`src/rtl/data_deserializer.sv`:
```
// Serial-to-byte deserializer for sensor readout: packs data_in bits into
// bytes, writes them to a FIFO, pads a trailing partial byte with zeros.
module data_deserializer #(
   parameter int CNT_W     = 16,
   parameter int MSB_FIRST = 1
) (
   input  logic             clk_5,
   input  logic             Reset,
   input  logic             data_in,
   input  logic             start,
   input  logic [CNT_W-1:0] nbits,
   input  logic             abort,
   input  logic             fifo_full,
   output logic [7:0]       fifo_din,
   output logic             fifo_wr_en,
   output logic             busy,
   output logic             done,
   output logic             overflow,
   output logic [CNT_W-1:0] byte_count
);

   typedef enum logic [1:0] {
      IDLE,
      SHIFT,
      FLUSH,
      DONE
   } state_t;

   state_t           state;
   state_t           nxt;
   logic [CNT_W-1:0] rem;
   logic [2:0]       bcnt;
   logic [7:0]       sr;
   logic [7:0]       shift_nxt;
   logic [7:0]       pad;
   logic [3:0]       fill;
   logic             samp;
   logic             wr_try;

   always_comb begin
      nxt    = state;
      samp   = 1'b0;
      wr_try = 1'b0;
      fill   = {1'b0, bcnt} + 4'd1;
      // pad shifts the collected bits into place and zero-fills the rest
      if (MSB_FIRST != 0) begin
         shift_nxt = {sr[6:0], data_in};
         pad       = shift_nxt << (4'd8 - fill);
      end else begin
         shift_nxt = {data_in, sr[7:1]};
         pad       = shift_nxt >> (4'd8 - fill);
      end
      unique case (state)
         IDLE: begin
            if (start)
               nxt = (nbits == '0) ? DONE : SHIFT;
         end
         SHIFT: begin
            if (rem != '0) begin
               samp   = 1'b1;
               wr_try = (fill == 4'd8) || (rem == CNT_W'(1));
               if (rem == CNT_W'(1) && fill != 4'd8)
                  nxt = FLUSH;
            end else begin
               nxt = DONE;
            end
         end
         FLUSH:   nxt = DONE;
         DONE:    nxt = IDLE;
         default: nxt = IDLE;
      endcase
      if (abort && state != IDLE) begin
         nxt    = IDLE;
         samp   = 1'b0;
         wr_try = 1'b0;
      end
   end

   always_ff @(posedge clk_5 or negedge Reset) begin
      if (!Reset)
         state <= IDLE;
      else
         state <= nxt;
   end

   always_ff @(posedge clk_5 or negedge Reset) begin
      if (!Reset) begin
         rem        <= '0;
         bcnt       <= '0;
         sr         <= '0;
         fifo_din   <= '0;
         fifo_wr_en <= 1'b0;
         busy       <= 1'b0;
         done       <= 1'b0;
         overflow   <= 1'b0;
         byte_count <= '0;
      end else begin
         busy       <= (nxt != IDLE);
         done       <= (nxt == DONE);
         fifo_wr_en <= wr_try && !fifo_full;
         if (state == IDLE && start) begin
            rem        <= nbits;
            bcnt       <= '0;
            sr         <= '0;
            byte_count <= '0;
            overflow   <= 1'b0;
         end
         if (samp) begin
            sr   <= shift_nxt;
            rem  <= rem - CNT_W'(1);
            bcnt <= bcnt + 3'd1;
         end
         if (wr_try) begin
            if (fifo_full) begin
               overflow <= 1'b1;
            end else begin
               fifo_din   <= pad;
               byte_count <= byte_count + CNT_W'(1);
            end
         end
      end
   end

endmodule

```
`config.mk`:
```
export PLATFORM = sky130hd
export DESIGN_NAME = data_deserializer
export DESIGN_NICKNAME = d
export VERILOG_FILES = /design/src/rtl/data_deserializer.sv
export SDC_FILE = /design/constraint.sdc
export NUM_CORES = 1
export LEC_CHECK = 0
export BUFFER_PORTS_ARGS = -buffer_cell sky130_fd_sc_hd__buf_2
export CORE_ASPECT_RATIO = 0.5
export CORE_MARGIN = 10
export CORE_UTILIZATION = 50
export CTS_CLUSTER_DIAMETER = 100
export DETAILED_ROUTE_END_ITERATION = 8
export PLACE_DENSITY = 0.71
export SETUP_SLACK_MARGIN = 0.2
export SYNTH_ARGS = -nofsm -noshare
export SYNTH_HDL_FRONTEND = slang
export SYNTH_SLANG_ARGS = --single-unit
```
`constraint.sdc`:
```
create_clock -name clk_5 -period 3.8 [get_ports clk_5]
set_clock_uncertainty 0.1 [all_clocks]
set_input_delay 0.38 -clock clk_5 [delete_from_list [all_inputs] [get_ports clk_5]]
set_output_delay 0.38 -clock clk_5 [all_outputs]
set_load 0.01 [all_outputs]
```
### Word-level counts from Yosys, hierarchy flattened

Cells that the tools add are included.

* bits in registers: 56
* input bits: 22
* output and inout bits: 28
* logic and storage cells: 61

* add/sub/neg operators: 5
* equality and inequality tests: 7
* shifts and indexed selects: 1
* muxes and demuxes: 24
* bitwise logic cells: 1
* reductions and logical operators: 13

Operators by type and width (count)
* two-way mux 16 bit: 5
* adder 16 x 1 -> 16 bit (second input constant): 1
* equality test 16 x 1 -> 1 bit (second input constant): 1
* zero test 16 bit: 1
* nonzero test 16 bit: 1
* subtractor 16 x 1 -> 16 bit (second input constant): 1
* two-way mux 7 bit: 2
* two-way mux 2 bit: 5
* two-way mux 1 bit: 9
* one-hot mux 2 bit (4 select lines): 1
* << shifter 8 x 4 -> 8 bit: 1
* equality test 2 bit (second input constant): 3
* two-way mux 3 bit: 2
* nonzero test 2 bit: 3
* adder 3 x 1 -> 4 bit (second input constant): 1
* equality test 4 bit (second input constant): 1
* logical AND 1 bit: 4
* != test 4 bit (second input constant): 1
* subtractor 4 bit (first input constant): 1
* adder 3 x 1 -> 3 bit (second input constant): 1
* equality test 2 x 1 -> 1 bit (second input constant): 1
* zero test 2 bit: 1
* AND reduction 2 bit: 1
* zero test 1 bit: 1
* 2 further kinds: 2

### Depth between registers and ports, before layout

Gate-level depths: netlist of run 1.

* depth in word-level cells: 8
* mapped depth: 8
* gate-level depth less buffers: 8

### Worst setup path after synthesis of run 1

No wires, ideal clock.

* path type: reg2reg
* start point: register bcnt[0]
* end point: register fifo_din[7]
* setup time: 0.121 ns
* arrival time: 2.085 ns
* required time: 3.579 ns
* setup slack: 1.494 ns
* cell stages (with the launch flop): 6
* path buffers: 1
* clock period less this slack: 2.306 ns
* cell sequence: dfrtp_1 -> ha_1 -> buf_1 -> mux4_2 -> mux2_2 -> a22o_1

* cells in the longest elaborated chain, start to end: 7
* elaborated cells on any way between the ends: 9
* those cells by class: add/sub: 2; eq/ne: 1; shift: 1; mux: 3; reduce/logical: 2

Ends and longest elaborated chain
* start: declaration: line 32 `logic [2:0] bcnt;`
* start signal: assignment: line 111 `bcnt <= bcnt + 3'd1;`
* adder 3 x 1 -> 4 bit *: line 44 `fill = {1'b0, bcnt} + 4'd1;`
* branches (longest 6 deep; another with subtractor 4 bit)
* end signal: assignment: line 117 `fifo_din <= pad;`
* end: declaration: line 14 `output logic [7:0] fifo_din,`

Mark *: on every way between the ends.
A chain may end at the register's enable or synchronous reset.

### Worst setup path after layout of run 1

* start point: register rem[6]
* end point: register rem[2]

* cells in the longest elaborated chain, start to end: 5
* elaborated cells on any way between the ends: 6
* those cells by class: mux: 4; reduce/logical: 2

Ends and longest elaborated chain
* start: declaration: line 31 `logic [CNT_W-1:0] rem;`
* start signal: assignment: line 102 `rem <= nbits;`
* start signal: assignment: line 110 `rem <= rem - CNT_W'(1);`
* nonzero test 16 bit *: line 59 `if (rem != '0) begin`
* two-way mux 1 bit *: line 59
* two-way mux 1 bit *: line 53 `unique case (state)`
* two-way mux 1 bit *: line 72 `if (abort && state != IDLE) begin`
* two-way mux 16 bit / nonzero test 2 bit (equally long branches)

Every way passes the cells marked *; elsewhere a longest branch is shown, timed or not.

==> results of run 1 <==
[power breakdown]
part / internal, mW / total (mW) / switching, mW / leakage [nW]
Combinational: 0.190 / 0.444 / 0.254 / 0.832
Sequential: 0.656 / 0.745 / 0.0882 / 0.739
Clock: 0.310 / 0.530 / 0.220 / 0.0798
Total: 1.16 / 1.72 / 0.563 / 1.65
[worst reg2reg max path: cells and delay by family (launching register included)]
| kind | cells | cell delay, ps |
|---|---|---|
| AOI/OAI and AO/OA | 3 | 1490 |
| DFF | 1 | 480 |
| and+or+nand+nor | 2 | 410 |
[flip-flops by register name, indices dropped and copies added (netlist names)]
register,count
bcnt,3
busy,1
byte_count,16
done,1
fifo_din,8
fifo_wr_en,1
overflow,1
rem,16
sr,7
state,2
[final timing paths]
| check | start | endpoint | slack [ps] |
|---|---|---|---|
| max | rem[6]$_DFFE_PN0P_ | rem[2]$_DFFE_PN0P_ | 1200 |
| min | nbits[2] | rem[2]$_DFFE_PN0P_ | 220 |
| max reg2reg | rem[6]$_DFFE_PN0P_ | rem[2]$_DFFE_PN0P_ | 1200 |
| min reg2reg | fifo_din[3]$_DFFE_PN0P_ | fifo_din[3]$_DFFE_PN0P_ | 410 |
| max in group asynchronous | Reset | rem[6]$_DFFE_PN0P_ | 2240 |
| min in group asynchronous | Reset | byte_count[7]$_DFF_PN0_ | 490 |
[cell type report]
| cell class | instances | area (µm²) | area share [%] |
|---|---|---|---|
| flip-flops and latches | 56 | 1400 | 37.3 |
| well taps | 88 | 110 | 2.93 |
| clock inverters | 3 | 42.5 | 1.13 |
| repair buffers | 52 | 270 | 7.20 |
| multi-input cells | 257 | 1780 | 47.4 |
| inverters | 7 | 26.3 | 0.700 |
| clock buffers | 5 | 125 | 3.33 |
[metal layers]
metal	vias up	wire, µm	track usage [%]	part of all wire [%]
met3	10	703	5.01	8.3
met1	1392	3940	22.7	47
li1	1385	-	-	-
met4	0	68	4.27	0.81
met5	-	0	0	0
met2	120	3710	25.3	44
[logic make-up after synthesis]
| logic type | Yosys count | synth area share, % |
|---|---|---|
| XOR/XNOR | 7 | 1.85 |
| multiplexers | 8 | 4.35 |
| flip-flops | 56 | 42.4 |
| AO/OA/AOI/OAI | 102 | 22.7 |
| adder cells (fa/ha/maj) | 6 | 2.27 |
| buffers and inverters | 22 | 3.90 |
| AND/OR/NAND/NOR | 134 | 22.5 |
[stage by stage]
stage	hold slack [ps]	worst slack [ps]	utilization, %	area [µm²]	cells
6_report	215	1200	60.3	3750	468
3_3_place_gp	310	1290	57.4	3580	459
2_1_floorplan	-15.6	1490	-	3310	335
5_1_grt	216	961	60.3	3750	468
3_5_place_dp	318	1240	57.4	3580	459
4_1_cts	210	1230	60.3	3750	468
[placed cells by master, fill, tap and decap left out, types with 3 or more instances in the layout]
cell type / n
o311ai_0: 3
nor4_1: 13
nor2_1: 19
a221o_1: 4
o21a_1: 6
nor3b_1: 4
o31ai_1: 5
a21o_1: 4
o211ai_1: 6
clkbuf_16: 5
nand4_1: 7
nor3_1: 6
nand2_1: 39
mux4_2: 5
o221a_2: 4
nand3_1: 21
inv_1: 6
buf_2: 49
a211o_1: 5
dfrtp_1: 56
a21oi_1: 12
a31oi_1: 3
a211oi_1: 3
ha_1: 6
a22o_1: 6
and4_1: 5
o21ai_0: 24
xor2_1: 5
[repair_timing]
action	CTS	global route
hold endpoints to repair	18	0
hold buffers	1	0
gates resized for setup	0	0
==> flow_summary.json, run 1 <==
{
  "end_kind": "register",
  "grt_usage_pct": 16.7,
  "grt_overflow_total": 0,
  "power_density_nw_per_um2": 458,
  "route.detailed.drc": 0,
  "gp_congestion": 0.833,
  "path_depth": 5,
  "fp.dieH_um": 77.5,
  "row_count": 20,
  "dpl.hpwl_mm": 6.04,
  "finalMaxSlewViolations": 0,
  "synthTopCellsByArea": "dfrtp_1 42%, nand2_1 4.4%, o21ai_0 3.6%, mux4_2 3.4%, nand3_1 3.2%",
  "drtAntennaViolNets": 0,
  "post-route-min-period_ps": 2600,
  "synthTopCellsByCount": "56 x dfrtp_1, 39 x nand2_1, 24 x o21ai_0",
  "hp-class": "primary input to register",
  "rsz0062_at_grt": "false",
  "diodes": 0,
  "final_nets": 407,
  "portBuffers": 49,
  "start_kind": "register",
  "setup_tns_ps": 0,
  "h-tree-depth": 2,
  "fp.dieW_um": 135,
  "cts.sinks": 56,
  "ir_drop_uv": 205,
  "async_flop_share_pct": 100,
  "crit_type": "register to register",
  "worstMarginPinSlew_ps": 1240,
  "critPathBufInv": 0,
  "grt_pass1_vias": 2878,
  "clk_latency_ps": 300,
  "crit_path_cell_trace": "nor4_4 -> and4_1 -> a21oi_2 -> a21oi_1 -> a211o_1",
  "clk_pin_slew_ps": 70,
  "fillers": 552,
  "syn_to_final_growth_pct": 13.6,
  "finalHoldViolations": 0,
  "slowest_delay_ps": 960,
  "power_mw": 1.72,
  "yosysTopAreaCell": "dfrtp_1",
  "synth_top_area_share_pct": 42.4,
  "synth_nets": 363,
  "ys.flop_type": "dfrtp_1",
  "antenna_found_initial": 0,
  "root_buffer": "clkbuf_16",
  "grt_max_degree": 33,
  "leakagePower_nw": 1.65,
  "wl_mm": 8.43,
  "max_freq_mhz": 385,
  "seq_area_frac_synth_pct": 42.4,
  "core_area_um2": 6230,
  "cp.required_ps": 3880,
  "cts_made_buffers": 5,
  "yosys.cell_types.count": 61,
  "syn-mean-instance-area_um2": 9.87,
  "start_util_pct": 53.1,
  "whs_path_depth": 2,
  "reg2reg_depth": 5,
  "grt_pass1_wl_mm": 14.6,
  "cp.arrival_ps": 2680,
  "wl_per_cell_um": 18.0,
  "postCtsSetupBuffers": 0,
  "slew_headroom_pct": 17.2,
  "cpLargestDelayFamily": "compound AO/OA/AOI/OAI gates",
  "outcome": "complete, no violations",
  "maxCapViolCount": 0,
  "finalSetupViolCount": 0,
  "dieArea_um2": 10500,
  "first_iter_violations": 259,
  "synth_warnings": 0,
  "ys_seq_elements": 56,
  "synth_edf_count": 0,
  "routed-via-count": 2907,
  "drt-pass1-iter-count": 5,
  "cp_slowest_cell": "a21oi_2",
  "cts_tree": "built",
  "viasPerCell": 6.21,
  "synth_area_um2": 3310,
  "finalCritPeriodShare_pct": 68.3,
  "io_pins": 50,
  "cp_max_fo": 31,
  "netlist_instances": 335,
  "synth_most_common_cell": "dfrtp_1",
  "clock_path_buffers": 2,
  "drive_gt1_share_pct": 22.9
}
(Power assumes the default switching activity.)
==> run 2: changes to the inputs <==
--- a/config.mk
+++ b/config.mk
@@ -5,13 +5,14 @@
 export SDC_FILE = /design/constraint.sdc
 export NUM_CORES = 1
 export LEC_CHECK = 0
+export ABC_AREA = 1
 export BUFFER_PORTS_ARGS = -buffer_cell sky130_fd_sc_hd__buf_2
 export CORE_ASPECT_RATIO = 0.5
 export CORE_MARGIN = 10
 export CORE_UTILIZATION = 50
 export CTS_CLUSTER_DIAMETER = 100
 export DETAILED_ROUTE_END_ITERATION = 8
-export PLACE_DENSITY = 0.71
+export PLACE_DENSITY = 0.74
 export SETUP_SLACK_MARGIN = 0.2
 export SYNTH_ARGS = -nofsm -noshare
 export SYNTH_HDL_FRONTEND = slang
==> constraint.sdc (replaced) <==
create_clock -name clk_5 -period 2.35 [get_ports clk_5]
set_clock_uncertainty 0.1 [all_clocks]
set_input_delay 0.235 -clock clk_5 [delete_from_list [all_inputs] [get_ports clk_5]]
set_output_delay 0.235 -clock clk_5 [all_outputs]
set_load 0.01 [all_outputs]
==> flow_summary.json, run 2 <==
{
  "ys_seq_elements": 56,
  "final.setup.worst_slack_ps": 415,
  "maxCapViolCount": 0,
  "cp_slowest_cell": "dfrtp_2",
  "finalSetupViolCount": 0,
  "cts_tree": "built",
  "wl_per_cell_um": 13.1,
  "cts.sinks": 56,
  "h-tree-depth": 2,
  "rsz0062_at_grt": "false",
  "gp_congestion": 0.846,
  "grt_overflow_total": 0,
  "cp.required_ps": 2440,
  "worstMarginPinSlew_ps": 667,
  "syn-mean-instance-area_um2": 6.84,
  "finalHoldViolations": 0,
  "start_util_pct": 52.1,
  "grt_max_degree": 30,
  "crit_path_cell_trace": "ha_1 -> inv_1 -> nor2_1 -> inv_1 -> nand2_1 -> nand2_1 -> o21ai_0 -> nand2_1 -> nand3_1 -> o21ai_2",
  "async_flop_share_pct": 100,
  "reg2reg_depth": 10,
  "end_kind": "register",
  "row_count": 21,
  "largestRegisters": "byte_count: 16 flops, rem: 16 flops, fifo_din: 8 flops",
  "final_common_cell": "nand2_1",
  "grt_pass1_wl_mm": 14.6,
  "power_density_nw_per_um2": 997,
  "io_pins": 50,
  "synth_nets": 542,
  "cp.arrival_ps": 2020,
  "slew_headroom_pct": 55.5,
  "dieArea_um2": 11000,
  "clkPwrFrac_pct": 21.2,
  "clock_path_buffers": 2,
  "seq_area_frac_synth_pct": 39.9,
  "multiInputGateArea_um2": 1840,
  "cts_made_buffers": 5,
  "synth_top_area_share_pct": 39.9,
  "first_iter_violations": 211,
  "cpLargestDelayFamily": "simple AND/OR/NAND/NOR gates",
  "yosys.cell_types.count": 31,
  "clk_pin_slew_ps": 70,
  "root_buffer": "clkbuf_16",
  "fp.dieH_um": 79.3,
  "fillers": 658,
  "diodes": 0,
  "leakagePower_nw": 2.07,
  "synth_warnings": 0,
  "core_area_um2": 6750,
  "power_mw": 4.05,
  "internal-power_mw": 2.30,
  "hp-class": "primary input to register",
  "clk_latency_ps": 300,
  "whs_path_depth": 3,
  "drive_gt1_share_pct": 14.6,
  "syn_to_final_growth_pct": 15.5,
  "grt_pass1_vias": 3159,
  "synth_area_um2": 3520,
  "dpl.hpwl_mm": 6.39,
  "synth_edf_count": 0,
  "crit_top_cell": "nand2_1",
  "ys.flop_type": "dfrtp_1",
  "place_ws_ps": 310,
  "final_nets": 595,
  "p_sw_share_pct": 43.3,
  "route.detailed.drc": 0,
  "path_depth": 10,
  "synth_most_common_cell": "nand2_1",
  "start_kind": "register",
  "grt_usage_pct": 15.6,
  "drt-pass1-iter-count": 4,
  "antenna_found_initial": 0,
  "portBuffers": 49,
  "routed-via-count": 3333,
  "cp_max_fo": 18,
  "synthTopCellsByCount": "196 x nand2_1, 56 x dfrtp_1, 51 x inv_1",
  "critPathBufInv": 2,
  "wl_mm": 8.66,
  "seq_area_um2": 1400,
  "pwr-share-comb_pct": 44.0,
  "post-route-min-period_ps": 1930,
  "slowest_delay_ps": 510,
  "netlist_instances": 514,
  "viasPerCell": 5.05,
  "finalCritPeriodShare_pct": 82.3,
  "final_cell_mix": "196 x nand2_1, 55 x dfrtp_1, 51 x inv_1",
  "drtAntennaViolNets": 0,
  "yosysTopAreaCell": "dfrtp_1",
  "setup_tns_ps": 0,
  "fp.dieW_um": 139,
  "crit_type": "register to register",
  "p_sw_mw": 1.75,
  "max_freq_mhz": 517,
  "p_seq_share_pct": 34.8,
  "synthTopCellsByArea": "dfrtp_1 40%, nand2_1 21%, nand3_1 7.1%, inv_1 5.4%, nor2_1 5.3%",
  "finalMaxSlewViolations": 0,
  "ir_drop_uv": 398,
  "outcome": "complete, no violations"
}
run 2: cell count changes in the layout (fill, tap and decap cells not counted), moves of 6 or more:
cell	before	now
nor4_1	13	0
o22ai_1	0	8
nand2_1	39	196
o21ai_1	0	6
a21oi_1	12	3
a22o_1	6	0
nor2_1	19	50
inv_1	6	51
o21a_1	6	0
nand3_1	21	50
run 2: layout make-up:
cell class / count / share of cell area [%]
tap: 92 / 2.83
clock buffer: 5 / 3.08
sequential: 56 / 34.5
inverter: 55 / 5.21
multi-input combinational: 392 / 45.4
clock inverter: 3 / 1.05
timing repair buffer: 57 / 7.89
run 2: timing repair:
action | CTS | global route
hold endpoints to repair | 27 | 0
setup buffers | 0 | 0
resized for setup | 0 | 2
hold buffers | 1 | 0
setup endpoints to repair | 0 | 16
run 2: per-stage QoR:
stage	cells	hold WS [ps]	util, %	area [µm²]
final	660	61.0	60.1	4060
after CTS	659	60.0	59.9	4050
after floorplan	514	-161	-	3520
after global routing	660	75.6	60.1	4060
after global placement	650	201	57.3	3870
after detailed placement	650	201	57.3	3870
run 2: final timing paths:
path	start	to	slack [ps]
setup reg to reg	bcnt[0]$_DFFE_PN0P_	fifo_din[7]$_DFFE_PN0P_	420
setup / recovery	bcnt[0]$_DFFE_PN0P_	fifo_din[7]$_DFFE_PN0P_	420
min in group asynchronous	Reset	rem[3]$_DFFE_PN0P_	400
max in group asynchronous	Reset	bcnt[0]$_DFFE_PN0P_	1150
hold / removal	nbits[7]	rem[7]$_DFFE_PN0P_	60
hold reg to reg	fifo_din[1]$_DFFE_PN0P_	fifo_din[1]$_DFFE_PN0P_	390
run 2: kinds of logic (layout without fill, tap and decap cells):
| group | count (synthesis) | in the layout | share of synthesized area (%) |
|---|---|---|---|
| and+or+nand+nor | 318 | 319 | 37.8 |
| buffers and inverters | 67 | 120 | 7.97 |
| DFF | 56 | 56 | 39.9 |
| AOI/OAI and AO/OA | 52 | 52 | 8.51 |
| xor gates and xnor gates | 15 | 15 | 3.74 |
| adders and majority gates | 6 | 6 | 2.14 |
run 2: power groups by stage:
| stage | sequential [mW] | combinational, mW | clock, mW |
|---|---|---|---|
| 2_1_floorplan | 1.37 | 1.40 | 0 |
| 6_report | 1.41 | 1.78 | 0.858 |
| 3_5_place_dp | 1.42 | 1.77 | 0 |
| 5_1_grt | 1.44 | 2.07 | 0.914 |
| 3_3_place_gp | 1.42 | 1.75 | 0 |
| 4_1_cts | 1.40 | 1.79 | 0.873 |
run 2: layer usage:
layer / vias up / track usage (%) / wire length, µm
met4: 0 / 4.29 / 72
met2: 64 / 24.7 / 3770
met1: 1525 / 20.7 / 4360
li1: 1736 / - / -
met3: 8 / 4.10 / 453
met5: - / 0 / 0
run 2: tightest hold or removal path: stages:
cell,delay (ps)
buf_2,90
nand2_1,40
nand3_1,60
